<file path="src/rtl/imem_pkg.sv">
`default_nettype none
// ============================================================================
// imem_pkg: shared constants, loader state encoding and length check.
// Revision: 1.0
// ============================================================================
package imem_pkg;

  localparam int unsigned IMEM_BYTES = 2048;
  localparam int unsigned WORD_BYTES = 4;

  typedef enum logic [2:0] {
    ST_IDLE  = 3'd0,
    ST_LOAD  = 3'd1,
    ST_FLUSH = 3'd2,
    ST_DONE  = 3'd3,
    ST_ERROR = 3'd4
  } loader_state_e;

  // Image length must be nonzero, whole words, and fit above the base address.
  function automatic logic length_ok(input logic [31:0] len,
                                     input logic [31:0] mem_bytes,
                                     input logic [31:0] base_addr);
    return (len != 32'd0) && (len[1:0] == 2'b00) && (len <= (mem_bytes - base_addr));
  endfunction

endpackage
`default_nettype wire

</file>
<file path="src/rtl/word_assembler.sv">
`default_nettype none
// ============================================================================
// word_assembler: 8-to-32 big-endian shift register with lane counter.
// Revision: 1.0
// ============================================================================
module word_assembler (
  input  logic        clk_i,
  input  logic        rst_i,
  input  logic        clear_i,
  input  logic        shift_i,
  input  logic [7:0]  byte_i,
  output logic [31:0] word_o,
  output logic        word_complete_o
);

  // Only the three older bytes need storage; the fourth arrives with the pulse.
  logic [23:0] shift_q, shift_d;
  logic [1:0]  lane_q, lane_d;

  always_comb begin
    shift_d         = shift_q;
    lane_d          = lane_q;
    word_o          = {shift_q, byte_i};
    word_complete_o = shift_i && (lane_q == 2'd3);
    if (clear_i) begin
      shift_d = 24'd0;
      lane_d  = 2'd0;
    end else if (shift_i) begin
      shift_d = {shift_q[15:0], byte_i};
      lane_d  = lane_q + 2'd1;
    end
  end

  always_ff @(posedge clk_i or posedge rst_i) begin
    if (rst_i) begin
      shift_q <= 24'd0;
      lane_q  <= 2'd0;
    end else begin
      shift_q <= shift_d;
      lane_q  <= lane_d;
    end
  end

endmodule
`default_nettype wire

</file>
<file path="src/rtl/imem_loader.sv">
`default_nettype none
// ============================================================================
// imem_loader: byte stream to big-endian word writer for instruction memory.
// Define IMEM_LOADER_CHECKSUM_EN to add the checksum_o XOR-of-words output.
// Revision: 1.0
// ============================================================================
module imem_loader
  import imem_pkg::*;
#(
  parameter int unsigned MEM_BYTES = IMEM_BYTES,
  parameter int unsigned BASE_ADDR = 0
) (
  input  logic        clk_i,
  input  logic        rst_i,
  input  logic        start_i,
  input  logic [31:0] length_i,
  input  logic        byte_valid_i,
  input  logic [7:0]  byte_data_i,
  output logic        byte_ready_o,
  output logic        wr_en_o,
  output logic [31:0] wr_addr_o,
  output logic [31:0] wr_data_o,
  output logic        busy_o,
  output logic        done_o,
`ifdef IMEM_LOADER_CHECKSUM_EN
  output logic [31:0] checksum_o,
`endif
  output logic        error_o
);

  loader_state_e state_q, state_d;
  logic [31:0]   len_q, len_d;
  logic [31:0]   count_q, count_d;
  logic [31:0]   addr_q, addr_d;
  logic          wr_en_q, wr_en_d;
  logic [31:0]   wr_addr_q, wr_addr_d;
  logic [31:0]   wr_data_q, wr_data_d;
  logic          error_q, error_d;
  logic          handshake;
  logic          asm_clear;
  logic [31:0]   asm_word;
  logic          asm_complete;

  word_assembler u_word_assembler (
    .clk_i           (clk_i),
    .rst_i           (rst_i),
    .clear_i         (asm_clear),
    .shift_i         (handshake),
    .byte_i          (byte_data_i),
    .word_o          (asm_word),
    .word_complete_o (asm_complete)
  );

  assign byte_ready_o = (state_q == ST_LOAD);
  assign handshake    = byte_valid_i && byte_ready_o;

  always_comb begin
    state_d   = state_q;
    len_d     = len_q;
    count_d   = count_q;
    addr_d    = addr_q;
    wr_en_d   = 1'b0;
    wr_addr_d = wr_addr_q;
    wr_data_d = wr_data_q;
    error_d   = error_q;
    asm_clear = 1'b0;

    // The write strobe is registered, giving the one-cycle write latency.
    if (asm_complete) begin
      wr_en_d   = 1'b1;
      wr_addr_d = addr_q;
      wr_data_d = asm_word;
      addr_d    = addr_q + 32'(WORD_BYTES);
    end

    case (state_q)
      ST_IDLE: begin
        if (start_i) begin
          if (length_ok(length_i, 32'(MEM_BYTES), 32'(BASE_ADDR))) begin
            len_d     = length_i;
            addr_d    = 32'(BASE_ADDR);
            count_d   = 32'd0;
            error_d   = 1'b0;
            asm_clear = 1'b1;
            state_d   = ST_LOAD;
          end else begin
            error_d = 1'b1;
            state_d = ST_ERROR;
          end
        end
      end
      ST_LOAD: begin
        if (handshake) begin
          count_d = count_q + 32'd1;
          if ((count_q + 32'd1) == len_q) state_d = ST_FLUSH;
        end
      end
      ST_FLUSH: state_d = ST_DONE;
      ST_DONE:  state_d = ST_IDLE;
      ST_ERROR: state_d = ST_IDLE;
      default:  state_d = ST_IDLE;
    endcase
  end

  always_ff @(posedge clk_i or posedge rst_i) begin
    if (rst_i) begin
      state_q   <= ST_IDLE;
      len_q     <= 32'd0;
      count_q   <= 32'd0;
      addr_q    <= 32'd0;
      wr_en_q   <= 1'b0;
      wr_addr_q <= 32'd0;
      wr_data_q <= 32'd0;
      error_q   <= 1'b0;
    end else begin
      state_q   <= state_d;
      len_q     <= len_d;
      count_q   <= count_d;
      addr_q    <= addr_d;
      wr_en_q   <= wr_en_d;
      wr_addr_q <= wr_addr_d;
      wr_data_q <= wr_data_d;
      error_q   <= error_d;
    end
  end

`ifdef IMEM_LOADER_CHECKSUM_EN
  logic [31:0] checksum_q, checksum_d;

  always_comb begin
    checksum_d = checksum_q;
    if (state_q == ST_IDLE && start_i &&
        length_ok(length_i, 32'(MEM_BYTES), 32'(BASE_ADDR)))
      checksum_d = 32'd0;
    else if (asm_complete)
      checksum_d = checksum_q ^ asm_word;
  end

  always_ff @(posedge clk_i or posedge rst_i) begin
    if (rst_i) checksum_q <= 32'd0;
    else       checksum_q <= checksum_d;
  end

  assign checksum_o = checksum_q;
`endif

  assign wr_en_o   = wr_en_q;
  assign wr_addr_o = wr_addr_q;
  assign wr_data_o = wr_data_q;
  assign busy_o    = (state_q == ST_LOAD) || (state_q == ST_FLUSH);
  assign done_o    = (state_q == ST_DONE);
  assign error_o   = error_q;

endmodule
`default_nettype wire

</file>
<file path="config.mk">
export PLATFORM = sky130hd
export DESIGN_NAME = imem_loader
export DESIGN_NICKNAME = d
export VERILOG_FILES = /design/src/rtl/imem_pkg.sv /design/src/rtl/word_assembler.sv /design/src/rtl/imem_loader.sv
export SDC_FILE = /design/constraint.sdc
export NUM_CORES = 1
export LEC_CHECK = 0
export CORE_AREA = 10 10 147 149
export DETAILED_ROUTE_END_ITERATION = 8
export DIE_AREA = 0 0 157 159
export PLACE_DENSITY = 0.71
export SLEW_MARGIN = 15
export SYNTH_ARGS = -nofsm -noshare
export SYNTH_HDL_FRONTEND = slang
export SYNTH_HIERARCHICAL = 1
export SYNTH_SLANG_ARGS = --single-unit
</file>
<file path="constraint.sdc">
create_clock -name clk_i -period 8.6 [get_ports clk_i]
set_input_delay 2.15 -clock clk_i [delete_from_list [all_inputs] [get_ports clk_i]]
set_output_delay 2.15 -clock clk_i [all_outputs]
set_load 0.005 [all_outputs]
</file>
# Yosys cells after proc, flatten, opt, wreduce, memory -nomap -nowiden
# Cells that the tools add are included.
totals:
  elab_cells: 59
  in_bits: 44
  output_inout_bits: 69
  reg_bits: 191
classes:
  mux: 22
  addsub: 3
  order_cmp: 1
  eq_ne: 9
  n_reduce_logical: 14
ops:
  columns: ["cell", "n"]
  rows:
  - ["$mux W32", 7]
  - ["$pmux W32 S2", 1]
  - ["$mux W24", 2]
  - ["$add A32 B1 Y32 const B", 1]
  - ["$add A32 B3 Y32 const B", 1]
  - ["$eq A32 B32 Y1", 1]
  - ["$le A32 B12 Y1 const B", 1]
  - ["$reduce_bool A32 Y1", 1]
  - ["$mux W3", 4]
  - ["$pmux W3 S3", 1]
  - ["$eq A3 B2 Y1 const B", 2]
  - ["$reduce_and A3 Y1", 2]
  - ["$mux W1", 5]
  - ["$logic_and A1 B1 Y1", 4]
  - ["$mux W2", 2]
  - ["$ne A2 B1 Y1 const B", 2]
  - ["$ne A2 B2 Y1 const B", 2]
  - ["$reduce_and A4 Y1", 1]
  - ["$reduce_bool A2 Y1", 2]
  - ["$eq A3 B1 Y1 const B", 1]
  - ["$logic_not A3 Y1", 1]
  - ["$add A2 B1 Y2 const B", 1]
  - ["$eq A2 B2 Y1 const B", 1]
  - ["$logic_not A2 Y1", 1]
  - ["2 further kinds", 2]

# Logic depth before layout (Yosys ltp)
# Gate-level depths: netlist of run 1.
logic_depth:
  word_depth: 7
  depth_mapped: 15
  ltp_nobuf: 12

# Modules after synthesis
# The synthesis of run 1 kept the hierarchy.
modules_own_cells:
  columns: ["module", "instances", "cells_each", "area_each_um2", "seq_area_each_um2"]
  rows:
  - ["imem_loader", 1, 761, 8008.9, 4028.9]
  - ["word_assembler", 1, 95, 1158.6, 650.6]

# Least setup slack after synthesis of run 1
# Ideal clock, no wire load.
synth_timing:
  path_type: "input -> register"
  from: "input byte_valid_i"
  to: "register addr_q[28]"
  required_time_ns: 8.479
  slack_ns: 3.907
  setup_ns: 0.121
  path_stages: 13
  n_path_buf: 3
  arrival_ns: 4.572
  path_cell_list: "nand2_1 > inv_1 > clkbuf_1 > buf_6 > buf_12 > and2_1 > and3_1 > nand4_1 > or2_2 > nor3_1 > nand3_1 > xor2_1 > nor2_1"
synth_via:
  elab_chain_cells: 6
synth_rtl:
  columns: ["item", "line_no", "rtl"]
  rows:
  - ["start: declaration", "imem_loader.sv:17", "input logic byte_valid_i,"]
  - ["$logic_and A1 B1 Y1 (*)", "imem_loader.sv:55", "assign handshake = byte_valid_i && byte_ready_o;"]
  - ["net handshake", "imem_loader.sv:39", "logic handshake;"]
  - ["$logic_and A1 B1 Y1 (*)", "word_assembler.sv:24", "word_complete_o = shift_i && (lane_q == 2'd3);"]
  - ["net asm_complete", "imem_loader.sv:42", "logic asm_complete;"]
  - ["$mux W32 (*)", "imem_loader.sv:69", "if (asm_complete) begin"]
  - ["$mux W32", "imem_loader.sv:79", "if (length_ok(length_i, 32'(MEM_BYTES), 32'(BASE_ADDR))) begin"]
  - ["$mux W32", "imem_loader.sv:78", "if (start_i) begin"]
  - ["$mux W32 (*)", "imem_loader.sv:76", "case (state_q)"]
  - ["net addr_d[28]", "imem_loader.sv:34", "logic [31:0] addr_q, addr_d;"]
  - ["end signal: assignment", "imem_loader.sv:119", "addr_q <= addr_d;"]
  - ["end: declaration", "imem_loader.sv:34", null]
# The timed path passes the listed nets; every way through them passes the cells marked *.
# A chain may end at the register's enable or synchronous reset.

# Final worst setup path of run 1
layout_timing:
  from: "input byte_valid_i"
  to: "register addr_q[31]"
layout_via:
  elab_chain_cells: 6
layout_rtl:
  columns: ["item", "line_no"]
  rows:
  - ["$logic_and A1 B1 Y1 (*)", "imem_loader.sv:55"]
  - ["$logic_and A1 B1 Y1 (*)", "word_assembler.sv:24"]
  - ["net asm_complete", "imem_loader.sv:42"]
  - ["$mux W32 (*)", "imem_loader.sv:69"]
  - ["$mux W32", "imem_loader.sv:79"]
  - ["$mux W32", "imem_loader.sv:78"]
  - ["$mux W32 (*)", "imem_loader.sv:76"]
  - ["net addr_d[31]", "imem_loader.sv:34"]
# Marked as above.

==> flow_summary_export.csv, run 1 <==
group,metric,value,unit
route,drtIter0Drc,499,
sta,fin_skew,0.009555,ns
floorplan,die_x,157,um
critical_path,crit_arrival,5.46,ns
status,status,"completed",
clock_network,root_buffer,"clkbuf_16",
grt,grt_pass1_wl,35460,um
sta,rsz0062_at_grt,"false",
sta,hold_ws,0.5077,ns
synthesis,ys_warn_count,6,
worst_hold_path,min_path_type,"reg2reg",
power,powerDensity,157.6,mW/mm2
placed_design,place_congestion,0.8876,
grt,grt_remaining_overflow,0,
route,dr_total_vias,6707,
route,antenna_left,0,
finish,diodes,0,
critical_path,worstPathRequired,8.87,ns
clock_network,cts.hold.buffers_added,0,
finish,final_common_cell,"dfrtp_1",
synthesis,synthCells,856,
critical_path,cp_slowest_cell,"and2_2",
grt,grt_pass1_vias,6712,
critical_path,endpoint_kind,"flip-flop",
power,p_total,0.001723,W
clock_network,clockBufferDepth,2,
floorplan,die_h,159,um
placed_design,port_buffers,110,
grt,antenna_found_initial,0,
route,wirelength,21350,um
route,drc,0,
sta,finalCritPeriodShare,0.6033,
finish,layout-drive-gt1-share,0.1373,
floorplan,die_area,0.02496,mm2
placed_design,placed_area,0.01031,mm2
finish,area_growth,19.22,%
synthesis,synth_cell_type_count,66,
sta,max_freq,192.7,MHz
floorplan,core_area,0.01858,mm2
critical_path,start_kind,"input pin",
critical_path,crit_fanout,43,
sta,worst_slew_pin_slew,1.044,ns
synthesis,async_reset_ff_frac,1.000,
sta,maxSlewHeadroom,0.3037,
flow_run,max_cap_viol_count,0,
finish,final_nets,981,
power,leakagePower,4.890,nW
finish,layout.cells.most_common_list,"dfrtp_1, clkdlybuf4s50_1, nor2_1",
sta,finalSetupViolCount,0,
clock_network,clkTransAtPathRegs,0.08,ns
critical_path,path_cells,"clkdlybuf4s50_1, nand2_1, buf_4, inv_2, and2_2, and4_1, nand3_1, nor3_1, nand2b_1, nor3_1, xnor2_1, nor2_1",
floorplan,io_pins,113,
clock_network,insertion_delay,0.43,ns
synthesis,yosysSeqAreaShare,0.5104,
route,drtPass1Iterations,5,
synthesis,synth_ff_type,"dfrtp_1",
placed_design,dp_slack,3.030,ns
sta,hold_viol,0,
critical_path,max_stage_delay,0.58,ns
placed_design,hpwlAfterDp,14530,um
grt,grt_max_degree,90,
route,wire_per_inst,18.08,um
sta,slew_violations,0,
clock_network,cts_resized,0,
sta,timing.final.ws_setup,3.412,ns
clock_network,cts_setup_buffers,0,
synthesis,ys_seq_elements,187,
floorplan,rows,50,
critical_path,worstRegToRegCells,13,
sta,fin_crit,5.188,ns
clock_network,cts_tree,"yes",
route,viasPerCell,5.679,
grt,grt_usage,0.1729,
clock_network,cts_made_buffers,17,
clock_network,htree_levels,4,
floorplan,start_util,0.4934,
finish,stdcell_area,0.01093,mm2
worst_hold_path,hold_depth,1,
power,peakVddDrop,0.0001200,V
synthesis,synth_edf_count,0,
synthesis,avgSynthCellArea,10.71,um2
critical_path,crit_type,"in2reg",
synthesis,syn_area,0.009168,mm2
clock_network,cts.sink_count,187,
sta,finalSetupTns,0,ns
critical_path,cpMostUsedCell,"nor3_1",
-- cell usage after synthesis, types with 5 or more instances --
library cell	count	share of area
mux2_2	72	0.088
o31ai_1	17	0.014
or4_1	5	0.0041
clkbuf_1	28	0.011
nand2_1	42	0.017
xnor2_1	33	0.032
nand4_1	17	0.012
and3_1	13	0.0089
xor2_1	30	0.029
nor2_1	86	0.035
nand3_1	29	0.016
inv_1	16	0.0066
o21ai_0	47	0.026
and4_1	6	0.0057
nor3_1	15	0.0082
buf_2	14	0.0076
buf_4	10	0.0082
nor2b_1	25	0.017
or3_1	8	0.0055
and2_1	12	0.0082
a21oi_1	24	0.013
dfrtp_1	187	0.51
nor4_1	13	0.0089
a31oi_1	8	0.0055
mux2i_1	28	0.031
nand2b_1	5	0.0034
-- registers in the layout, indices dropped and copies added (netlist names) --
name                      count
len_q                        32
u_word_assembler/lane_q       2
u_word_assembler/shift_q     24
wr_data_o                    32
wr_en_o                       1
addr_q                       30
error_o                       1
wr_addr_o                    30
count_q                      32
state_q                       3
-- layout make-up --
class / instances / area [um2]
Clock inverter: 14 / 175.2
Tap cell: 234 / 292.8
Inverter: 16 / 65.06
Timing Repair Buffer: 116 / 1146
Clock buffer: 18 / 439.2
Multi-Input combinational cell: 596 / 4131
Sequential cell: 187 / 4679
Fill cell: 1534 / 7651
-- through the flow --
stage / cells / utilization
3_3_place_gp: 1149 / 0.5552
4_1_cts: 1181 / 0.5882
3_5_place_dp: 1149 / 0.5552
2_1_floorplan: 857 / -
6_report: 1181 / 0.5882
5_1_grt: 1181 / 0.5882
-- worst max-delay path, delay by kind of cell --
kind | cells | cell delay, ns
AND/OR/NAND/NOR | 8 | 2.27
buffers and inverters | 3 | 0.85
XOR/XNOR | 1 | 0.16
-- logic make-up after synthesis --
family	count (synthesis)	share of synthesized area
compound gates	132	0.09090
other cells	1	0.0004091
flops	187	0.5104
buf+inv	74	0.04067
xor+xnor	63	0.06019
mux	100	0.1190
fa+ha+maj	3	0.004095
simple gates	296	0.1743
-- per-layer routing --
layer | track usage | part of all wire
met1 | 0.2255 | 0.45
met2 | 0.2739 | 0.48
met3 | 0.05774 | 0.064
met4 | 0.03433 | 0.0080
met5 | 0 | 0
-- where the power goes --
group / internal [W] / switching [W]
registers: 0.000879 / 0.000000641
clock network: 0.000426 / 0.000374
logic: 0.0000193 / 0.0000238
total: 0.00132 / 0.000399
-- worst paths after layout --
path	startpoint	endpoint	slack (ns)
setup / recovery	byte_valid_i	addr_q[31]$_DFF_PP0_	3.41
hold reg to reg	wr_addr_o[12]$_DFFE_PP0P_	wr_addr_o[12]$_DFFE_PP0P_	0.51
min in group asynchronous	rst_i	wr_data_o[7]$_DFFE_PP0P_	2.26
setup reg to reg	state_q[1]$_DFFE_PP0P_	addr_q[31]$_DFF_PP0_	4.66
max in group asynchronous	rst_i	wr_addr_o[12]$_DFFE_PP0P_	4.85
hold / removal	wr_addr_o[12]$_DFFE_PP0P_	wr_addr_o[12]$_DFFE_PP0P_	0.51
Power figures use the tool's default switching activity.
==> run 2, diff against run 1 <==
--- a/config.mk
+++ b/config.mk
@@ -8,7 +8,7 @@
 export CORE_AREA = 10 10 147 149
 export DETAILED_ROUTE_END_ITERATION = 8
 export DIE_AREA = 0 0 157 159
-export PLACE_DENSITY = 0.71
+export PLACE_DENSITY = 0.74
 export SLEW_MARGIN = 15
 export SYNTH_ARGS = -nofsm -noshare
 export SYNTH_HDL_FRONTEND = slang
==> constraint.sdc (replaced) <==
create_clock -name clk_i -period 4.6 [get_ports clk_i]
set_input_delay 1.15 -clock clk_i [delete_from_list [all_inputs] [get_ports clk_i]]
set_output_delay 1.15 -clock clk_i [all_outputs]
set_load 0.005 [all_outputs]
==> run 2 against run 1 <==
Net effect:
- worst hold slack worse by 0.0021 ns
- sequential share of layout area is 0.34 points lower
- global-route usage is 0.39 points higher
- register-to-register slack worse by 3.4 ns
- worst setup slack worse by 2.2 ns
- critical path depth is 5 lower
- final area is 0.79% higher
- final cell count is 0.42% higher
- sequential cell count stayed put
- largest power group unchanged
- critical endpoint is now addr_q[14]$_DFF_PP0_
- power is 92% higher
==> flow_summary_export.csv, run 2 (synthesized netlist as in run 1, its figures left out) <==
group,metric,value,unit
route,wl_met2,10220,um
power,peakVddDrop,0.0002554,V
critical_path,endpoint_kind,"flip-flop",
power,p_total,0.003306,W
clock_network,cts_setup_buffers,0,
clock_network,cts_made_buffers,17,
finish,final_core_util,0.5929,
critical_path,path_delay_family,"simple AND/OR/NAND/NOR gates",
route,met3RoutedLength,1730,um
power,powerDensity,300.1,mW/mm2
route,wire_per_inst,17.97,um
route,drc,0,
clock_network,insertion_delay,0.43,ns
sta,finalSetupTns,0,ns
power,leakagePower,4.920,nW
finish,layout-drive-gt1-share,0.1408,
placed_design,port_buffers,110,
clock_network,cts_resized,0,
critical_path,worstPathRequired,4.91,ns
critical_path,crit_fanout,46,
floorplan,die_x,157,um
route,antenna_left,0,
status,status,"completed",
grt,grt_pass1_vias,6830,
critical_path,max_stage_delay,0.67,ns
sta,worst_slew_pin_slew,1.010,ns
finish,area_growth,20.16,%
worst_hold_path,min_path_type,"reg2reg",
sta,maxSlewHeadroom,0.3262,
clock_network,cts.hold.buffers_added,0,
critical_path,crit_type,"in2reg",
grt,grt_remaining_overflow,0,
route,viasPerCell,5.660,
sta,finalCritPeriodShare,0.7421,
sta,slew_violations,0,
clock_network,htree_levels,4,
critical_path,path_cells,"clkdlybuf4s50_1, nor4_1, nand4_1, a211oi_1, and3_4, buf_12, nor2_1",
clock_network,cts.sink_count,187,
critical_path,critical_path_buf_inv_count,2,
grt,grt_pass1_wl,36130,um
critical_path,crit_arrival,3.72,ns
finish,final_nets,986,
floorplan,die_area,0.02496,mm2
finish,fillerInstances,1464,
clock_network,root_buffer,"clkbuf_16",
flow_run,max_cap_viol_count,0,
route,drtIter0Drc,464,
finish,final_common_cell,"dfrtp_1",
placed_design,place_congestion,0.8913,
sta,hold_viol,0,
sta,fin_skew,0.01140,ns
grt,antenna_found_initial,0,
grt,grt_usage,0.1768,
placed_design,hpwlAfterDp,14630,um
sta,finalSetupViolCount,0,
floorplan,rows,50,
finish,fin_cells,1186,
route,drtPass1Iterations,5,
route,met1_length,9030,um
clock_network,cts_tree,"yes",
floorplan,start_util,0.4934,
route,routed.top_layer,"met4",
placed_design,dp_cells,1154,
clock_network,clkTransAtPathRegs,0.07,ns
finish,diodes,0,
route,dr_total_vias,6713,
clock_network,clockBufferDepth,2,
critical_path,start_kind,"input pin",
sta,max_freq,292.9,MHz
floorplan,die_h,159,um
grt,grt_max_degree,64,
floorplan,io_pins,113,
floorplan,core_area,0.01858,mm2
route,wirelength,21320,um
sta,rsz0062_at_grt,"false",
sta,fin_crit,3.414,ns
critical_path,cp_slowest_cell,"and3_4",
finish,layout.cells.most_common_list,"dfrtp_1, clkdlybuf4s50_1, nor2_1",
sta,hold_ws,0.5057,ns
run 2: cell types whose count changed in the layout (fill, tap and decap cells not counted), sizes merged:
cell      before  now
buf            6   11
clkinvlp       0    4
inv           23   19
bufinv         1    4
clkinv         6    3
run 2: final timing paths:
check	endpoint	startpoint	depth (start not counted)	slack, ns
setup / recovery	addr_q[14]$_DFF_PP0_	length_i[6]	7	1.19
hold / removal	error_o$_DFFE_PP0P_	error_o$_DFFE_PP0P_	2	0.51
setup reg to reg	state_q[0]$_DFFE_PP0P_	count_q[0]$_DFFE_PP0P_	8	1.28
hold reg to reg	error_o$_DFFE_PP0P_	error_o$_DFFE_PP0P_	2	0.51
max in group asynchronous	wr_addr_o[13]$_DFFE_PP0P_	rst_i	3	2.43
min in group asynchronous	wr_data_o[24]$_DFFE_PP0P_	rst_i	2	1.27
run 2: tightest hold or removal path: cells and delay by family, from the launching register on:
kind               cells  cell delay, ns
and+or+nand+nor        1            0.08
AOI/OAI and AO/OA      1            0.04
DFF                    1            0.34
run 2: power by group:
part	internal [W]	total [W]	switching (W)
Combinational	0.0000389	0.0000840	0.0000450
Clock	0.000923	0.00158	0.000654
Sequential	0.00164	0.00165	0.00000112
run 2: area by class of cell:
class | count | area, um2 | share of cell area
clock buffer | 18 | 429.2 | 0.03896
tap | 234 | 292.8 | 0.02658
timing repair buffer | 121 | 1209 | 0.1097
inverter | 16 | 63.81 | 0.005793
sequential | 187 | 4679 | 0.4248
multi-input combinational | 596 | 4131 | 0.3751
clock inverter | 14 | 210.2 | 0.01908
run 2: stage by stage:
step / setup slack, ns / cell area (um2)
2_1_floorplan: 0.9068 / 9175
3_3_place_gp: 0.7848 / 10380
3_5_place_dp: 0.7409 / 10380
4_1_cts: 1.180 / 11020
5_1_grt: 0.9203 / 11020
6_report: 1.186 / 11020
run 2: layer usage:
| layer | vias up | global-route usage |
|---|---|---|
| met3 | 22 | 0.06476 |
| met5 | - | 0 |
| met1 | 3303 | 0.2263 |
| li1 | 3186 | - |
| met4 | 0 | 0.04721 |
| met2 | 202 | 0.2755 |
